## src/rtl/mul_issue_pkg.sv

```systemverilog
// Shared types for the multiply issue queue: FSM states and the queued request entry.
// Entry field widths follow the package defaults, so the top-level width parameters must match them.
package mul_issue_pkg;

    localparam int MUL_DATA_WIDTH = 32;
    localparam int MUL_TAG_WIDTH  = 4;

    typedef enum logic [1:0] {
        IDLE  = 2'd0,
        ISSUE = 2'd1,
        WAIT  = 2'd2,
        RESP  = 2'd3
    } state_t;

    typedef struct packed {
        logic [MUL_TAG_WIDTH-1:0]  tag;
        logic [MUL_DATA_WIDTH-1:0] multiplicand;
        logic [MUL_DATA_WIDTH-1:0] multiplier;
    } entry_t;

endpackage

```

## src/rtl/mul_issue_fifo.sv

```systemverilog
// Synchronous request FIFO with extra-bit pointers for full/empty; push is ignored when full.
module mul_issue_fifo
    import mul_issue_pkg::*;
#(
    parameter int DEPTH = 4
) (
    input  logic                     clock,
    input  logic                     reset,
    input  logic                     push,
    input  entry_t                   wdata,
    input  logic                     pop,
    output entry_t                   rdata,
    output logic                     full,
    output logic                     empty,
    output logic [$clog2(DEPTH):0]   count
);
    localparam int AW = $clog2(DEPTH);

    entry_t       mem [DEPTH];
    logic [AW:0]  wptr, rptr;

    assign count = wptr - rptr;
    assign full  = (count == (AW+1)'(DEPTH));
    assign empty = (wptr == rptr);
    assign rdata = mem[rptr[AW-1:0]];

    always_ff @(posedge clock) begin
        if (reset) begin
            wptr <= '0;
            rptr <= '0;
        end else begin
            if (push && !full)
                wptr <= wptr + (AW+1)'(1);
            if (pop && !empty)
                rptr <= rptr + (AW+1)'(1);
        end
    end

    // Storage needs no reset: resetting the pointers discards queued entries.
    always_ff @(posedge clock) begin
        if (push && !full)
            mem[wptr[AW-1:0]] <= wdata;
    end

endmodule

```

## src/rtl/mul_issue_queue.sv

```systemverilog
// Issue stage for the iterative multiplier: queues tagged operand pairs, issues one at a time,
// waits for completion under a watchdog, and returns the product (or a timeout error) with its tag.
module mul_issue_queue
    import mul_issue_pkg::*;
#(
    parameter int DATA_WIDTH     = MUL_DATA_WIDTH,
    parameter int TAG_WIDTH      = MUL_TAG_WIDTH,
    parameter int DEPTH          = 4,
    parameter int TIMEOUT_CYCLES = 16
) (
    input  logic                      clock,
    input  logic                      reset,
    input  logic                      in_valid,
    output logic                      in_ready,
    input  logic [DATA_WIDTH-1:0]     in_multiplicand,
    input  logic [DATA_WIDTH-1:0]     in_multiplier,
    input  logic [TAG_WIDTH-1:0]      in_tag,
    output logic                      mul_start,
    output logic [DATA_WIDTH-1:0]     mul_multiplicand,
    output logic [DATA_WIDTH-1:0]     mul_multiplier,
    input  logic [2*DATA_WIDTH-1:0]   mul_product,
    input  logic                      mul_complete,
    output logic                      out_valid,
    input  logic                      out_ready,
    output logic [2*DATA_WIDTH-1:0]   out_product,
    output logic [TAG_WIDTH-1:0]      out_tag,
    output logic                      out_error,
    output logic [$clog2(DEPTH):0]    occupancy
);
    localparam int WDW = $clog2(TIMEOUT_CYCLES);

    state_t                  state, state_nx;
    entry_t                  push_entry, head;
    logic                    fifo_full, fifo_empty, pop, wd_expired;
    logic [WDW-1:0]          wd_cnt;
    logic [DATA_WIDTH-1:0]   op_a, op_b;
    logic [TAG_WIDTH-1:0]    tag_q;
    logic [2*DATA_WIDTH-1:0] prod_q;
    logic                    err_q;

    assign push_entry = '{tag: in_tag, multiplicand: in_multiplicand, multiplier: in_multiplier};
    assign pop        = (state == IDLE) && !fifo_empty;
    assign wd_expired = (wd_cnt == WDW'(TIMEOUT_CYCLES - 1));

    mul_issue_fifo #(.DEPTH(DEPTH)) u_fifo (
        .clock (clock),
        .reset (reset),
        .push  (in_valid),
        .wdata (push_entry),
        .pop   (pop),
        .rdata (head),
        .full  (fifo_full),
        .empty (fifo_empty),
        .count (occupancy)
    );

    always_comb begin
        state_nx = state;
        unique case (state)
            IDLE:    if (!fifo_empty) state_nx = ISSUE;
            ISSUE:   state_nx = WAIT;
            WAIT:    if (mul_complete || wd_expired) state_nx = RESP;
            RESP:    if (out_ready) state_nx = IDLE;
            default: state_nx = IDLE;
        endcase
    end

    always_ff @(posedge clock) begin
        if (reset) begin
            state  <= IDLE;
            wd_cnt <= '0;
            op_a   <= '0;
            op_b   <= '0;
            tag_q  <= '0;
            prod_q <= '0;
            err_q  <= 1'b0;
        end else begin
            state <= state_nx;
            case (state)
                IDLE: if (pop) begin
                    op_a  <= head.multiplicand;
                    op_b  <= head.multiplier;
                    tag_q <= head.tag;
                end
                ISSUE: wd_cnt <= '0;
                // Completion takes priority over a watchdog expiry in the same cycle.
                WAIT: if (mul_complete) begin
                    prod_q <= mul_product;
                    err_q  <= 1'b0;
                end else if (wd_expired) begin
                    prod_q <= '0;
                    err_q  <= 1'b1;
                end else begin
                    wd_cnt <= wd_cnt + WDW'(1);
                end
                default: ;
            endcase
        end
    end

    assign in_ready         = !fifo_full;
    assign mul_start        = (state == ISSUE);
    assign out_valid        = (state == RESP);
    assign mul_multiplicand = op_a;
    assign mul_multiplier   = op_b;
    assign out_product      = prod_q;
    assign out_tag          = tag_q;
    assign out_error        = err_q;

endmodule

```

## config.mk

```make
export PLATFORM = sky130hd
export DESIGN_NAME = mul_issue_queue
export DESIGN_NICKNAME = d
export VERILOG_FILES = /design/src/rtl/mul_issue_pkg.sv /design/src/rtl/mul_issue_fifo.sv /design/src/rtl/mul_issue_queue.sv
export SDC_FILE = /design/constraint.sdc
export NUM_CORES = 1
export LEC_CHECK = 0
export ABC_AREA = 0
export BUFFER_PORTS_ARGS = -buffer_cell sky130_fd_sc_hd__buf_2
export CAP_MARGIN = 40
export CORE_UTILIZATION = 50
export CTS_BUF_LIST = sky130_fd_sc_hd__clkbuf_8 sky130_fd_sc_hd__clkbuf_16
export DETAILED_ROUTE_END_ITERATION = 8
export PLACE_DENSITY_LB_ADDON = 0.3
export SETUP_SLACK_MARGIN = 0.5
export SKIP_CTS_REPAIR_TIMING = 1
export SLEW_MARGIN = 15
export SYNTH_ARGS = -nofsm -noshare
export SYNTH_HDL_FRONTEND = slang
export SYNTH_SLANG_ARGS = --single-unit
```

## constraint.sdc

```tcl
create_clock -name clock -period 5 [get_ports clock]
set_clock_uncertainty 0.2 [all_clocks]
set_input_delay 0.5 -clock clock [delete_from_list [all_inputs] [get_ports clock]]
set_output_delay 0.5 -clock clock [all_outputs]
set_load 0.01 [all_outputs]
```

==> results summary <==
The DRC violation count after routing is 0. The highest metal layer carrying signal wires in the routed design is met5. Across every metal layer, demand over resource in global routing totals 0.206. The post-synthesis instance total is ~960. The routed design has 32.4 mm of wire. The maximum buffer depth of the clock tree came out at 3. The synthesized area came out at around 0.015 mm^2. Counting cells, the worst reg-to-reg path comes to 7. The final setup violation count came out at 0. The area of the die came out at roughly 0.031 mm^2. The final critical-path required period came out at 3.15 ns. The beginning of the worst register-to-register path is u_fifo.wptr[0]. The count of synthesis-stage warnings from yosys is 0.

The routed length on met3 came out at 2.22 mm. The tightest min-delay check is of the in -> reg type. The area fraction of the dominant cell type after synthesis came out at 0.543. The most critical setup path has its startpoint at u_fifo.wptr[0].

The signal arrival time at the worst endpoint is 3.15 ns. The power density normalized to cell area is 540 mW/mm^2. Of the cells placed in the final design, the portion with a size suffix greater than 1 is 0.327. The summed area of non-filler cells in the final layout came out at 0.0189 mm^2. The run finished with clean final reports. The wire length of the first global-routing pass came out at roughly 48 mm.

The average instance area after synthesis came out at 15.6 um^2. The most instantiated flip-flop cell in the synthesis netlist is sky130_fd_sc_hd__edfxtp_1. In the synthesized netlist, the cells that appear most often are sky130_fd_sc_hd__edfxtp_1, sky130_fd_sc_hd__dfxtp_1, sky130_fd_sc_hd__nand2_1, sky130_fd_sc_hd__a21oi_1, sky130_fd_sc_hd__nor2_1. The via count is 9,116.

The wire length on met2 is 16.4 mm. The tree built by TritonCTS fans out to 417 sinks. The startpoint-to-endpoint class of the critical path is reg -> reg. The net count after synthesis is roughly 1,100. The DRC marker count from the first detailed-route iteration came out at ~580. The headroom to the max-slew limit is 0.510.

STA classifies the critical path startpoint as a flip-flop. The worst setup path is captured at a flip-flop. The worst endpoint required time is about 5 ns. Summed over all failing endpoints, the final setup total negative slack is 0 ns.

The total count of max-transition violations in the final report is 0. The register bit count reported by yosys came out at 417. The layout filler cell count came out at 2,201.

The ratio of final minimum period to clock period came out at 0.629. The via-per-instance ratio came out at 5.29. The highest attainable clock frequency came out at 318 MHz. The TritonCTS clock tree is yes.

The cell sitting at the root of the clock tree is a sky130_fd_sc_hd__clkbuf_16. The number of hold violations in the final report came out at 0. The utilization of the core after routing came out at 0.639. The pin count of the biggest net entering global routing is between 70 and 80. After clock tree synthesis, the clock-pin slew on the worst setup and hold paths is 0.06 ns.

The core outline area came out at 0.0296 mm^2. The count of maximum capacitance violations came out at 0. The number of antenna violations at the first check in global routing was 2. For the worst-skew pair, the clock arrives at the later sink with an insertion delay of 0.53 ns.

From left edge to right edge, the die measures 175 um. The count of nets left with antenna violations once routing finished came out at 0. The synthesis-to-finish area growth came out at 25.9%. The final layout net count came out at 1,450. The top-level port count is 276. Registers take about 0.011 mm^2. The largest total area in the synthesized netlist belongs to sky130_fd_sc_hd__edfxtp_1. The final weighted congestion of routability-driven global placement came out at 0.767. The maximum ir drop on the vdd rail is 404 uV. In this run the static leakage power is 7.12 nW. The via count of the first global-routing pass came to 8,811. The cell depth of the worst min-delay path is 1. The most frequent cell after synthesis is sky130_fd_sc_hd__edfxtp_1. The area taken by multi-input logic gates is 0.00370 mm^2.

The initial core utilization came out at 0.508. The routed wirelength normalized by instance count is 18.8 um. In this run the vertical extent of the chip is 175 um.

The peak fanout along the critical path is 40. The first detailed-routing pass took 5 iterations. The count of buffers inserted at the top-level ports is 275. The share of synthesized area occupied by flip-flops and latches came out at 0.736. For the pin with the worst max-slew slack, the measured transition is around 0.73 ns. Setup repair after global routing left no endpoint under its margin.

The final HPWL from detailed placement is 20.0 mm. The number of synthesized flops with an enable pin came out at 272. For this run, asynchronously set or reset flops after synthesis account for 0. Counting the buffers created by CTS gives 42.

The H-tree level count came out at 2. In this run the cell area measured after placement is 0.0169 mm^2. The worst min-delay path startpoint is in_multiplier[20]. In this run the core area contains 63 standard-cell rows. By area the synthesized netlist is led by sky130_fd_sc_hd__edfxtp_1, sky130_fd_sc_hd__dfxtp_1, sky130_fd_sc_hd__mux4_2. The total congestion overflow came out at 0.

In the final routing, the length of wire on met1 measures 12.9 mm. The number of different library cells in the post-synthesis netlist is 33.
metrics by stage:
| step | power [mW] | setup slack (ns) | hold WS [ns] | std cells |
|---|---|---|---|---|
| global placement | 7.13 | 1.77 | 0.240 | 1574 |
| CTS | 10.3 | 1.84 | -0.0327 | 1657 |
| detailed placement | 7.24 | 1.88 | 0.244 | 1579 |
| finish | 10.2 | 1.85 | 0.00113 | 1724 |
| global route | 10.7 | 1.74 | -0.00153 | 1724 |
| floorplan | 6.28 | 0.861 | 0.249 | 962 |
state kept, by name (all words and copies together), names as in the netlist, 3 cells and up:
register,cells
u_fifo.wptr,3
out_tag,4
u_fifo.mem,272
mul_multiplier,32
out_product,64
wd_cnt,4
mul_multiplicand,32
u_fifo.rptr,3
routing by layer:
metal,track usage,vias to the layer above
li1,-,4277
met5,0,-
met4,0.0576,2
met2,0.366,308
met3,0.0504,51
met1,0.250,4478
worst max-delay path, cell delays in order (launching register included):
cell	delay [ns]
sky130_fd_sc_hd__dfxtp_1	0.39
sky130_fd_sc_hd__inv_1	0.11
sky130_fd_sc_hd__ha_1	0.21
sky130_fd_sc_hd__fa_1	0.38
sky130_fd_sc_hd__xor3_1	0.30
sky130_fd_sc_hd__a31oi_2	0.37
sky130_fd_sc_hd__and2_4	0.53
sky130_fd_sc_hd__buf_16	0.30
path summary, 6_finish.rpt:
path	endpoint	slack, ns
setup / recovery	u_fifo.mem[2][11]	1.85
hold / removal	u_fifo.mem[3][20]	0.001
setup reg to reg	u_fifo.mem[2][11]	1.85
hold reg to reg	mul_multiplicand[18]	0.25
where the power goes:
part           switching [mW]  internal [mW]  total [mW]
combinational            1.61           1.08        2.69
sequential              0.206           4.31        4.52
clock                    1.25           1.77        3.02
cell usage in the layout (no fill, tap or decap), types with 3 or more instances in the layout:
master / n
sky130_fd_sc_hd__a21oi_1: 75
sky130_fd_sc_hd__edfxtp_1: 272
sky130_fd_sc_hd__buf_4: 11
sky130_fd_sc_hd__dfxtp_1: 143
sky130_fd_sc_hd__dlygate4sd3_1: 65
sky130_fd_sc_hd__nor2_1: 72
sky130_fd_sc_hd__clkinv_2: 8
sky130_fd_sc_hd__ha_1: 13
sky130_fd_sc_hd__and2_4: 3
sky130_fd_sc_hd__clkbuf_16: 44
sky130_fd_sc_hd__buf_16: 4
sky130_fd_sc_hd__buf_2: 274
sky130_fd_sc_hd__xnor2_1: 4
sky130_fd_sc_hd__a22oi_1: 64
sky130_fd_sc_hd__nand4_1: 3
sky130_fd_sc_hd__o21ai_0: 3
sky130_fd_sc_hd__inv_1: 21
sky130_fd_sc_hd__nand2_1: 142
sky130_fd_sc_hd__mux4_2: 68
sky130_fd_sc_hd__clkbuf_8: 8
cell families (layout without fill, tap and decap cells):
family | Yosys count | after routing | share of synthesized area
xor gates and xnor gates | 5 | 5 | 0.00391
other | 0 | 1 | 0
and+or+nand+nor | 231 | 231 | 0.0606
muxes | 70 | 70 | 0.103
DFF | 417 | 417 | 0.736
adders and majority gates | 14 | 14 | 0.0121
AOI/OAI and AO/OA | 151 | 151 | 0.0630
buffers and inverters | 74 | 445 | 0.0212
area by class of cell:
class,count,area share
clock buffer,52,0.0640
timing repair buffer,356,0.119
tap,390,0.0258
clock inverter,26,0.00866
inverter,11,0.00218
sequential,417,0.585
multi-input combinational,471,0.195
antenna,1,0.000132
(Power assumes the default switching activity.)
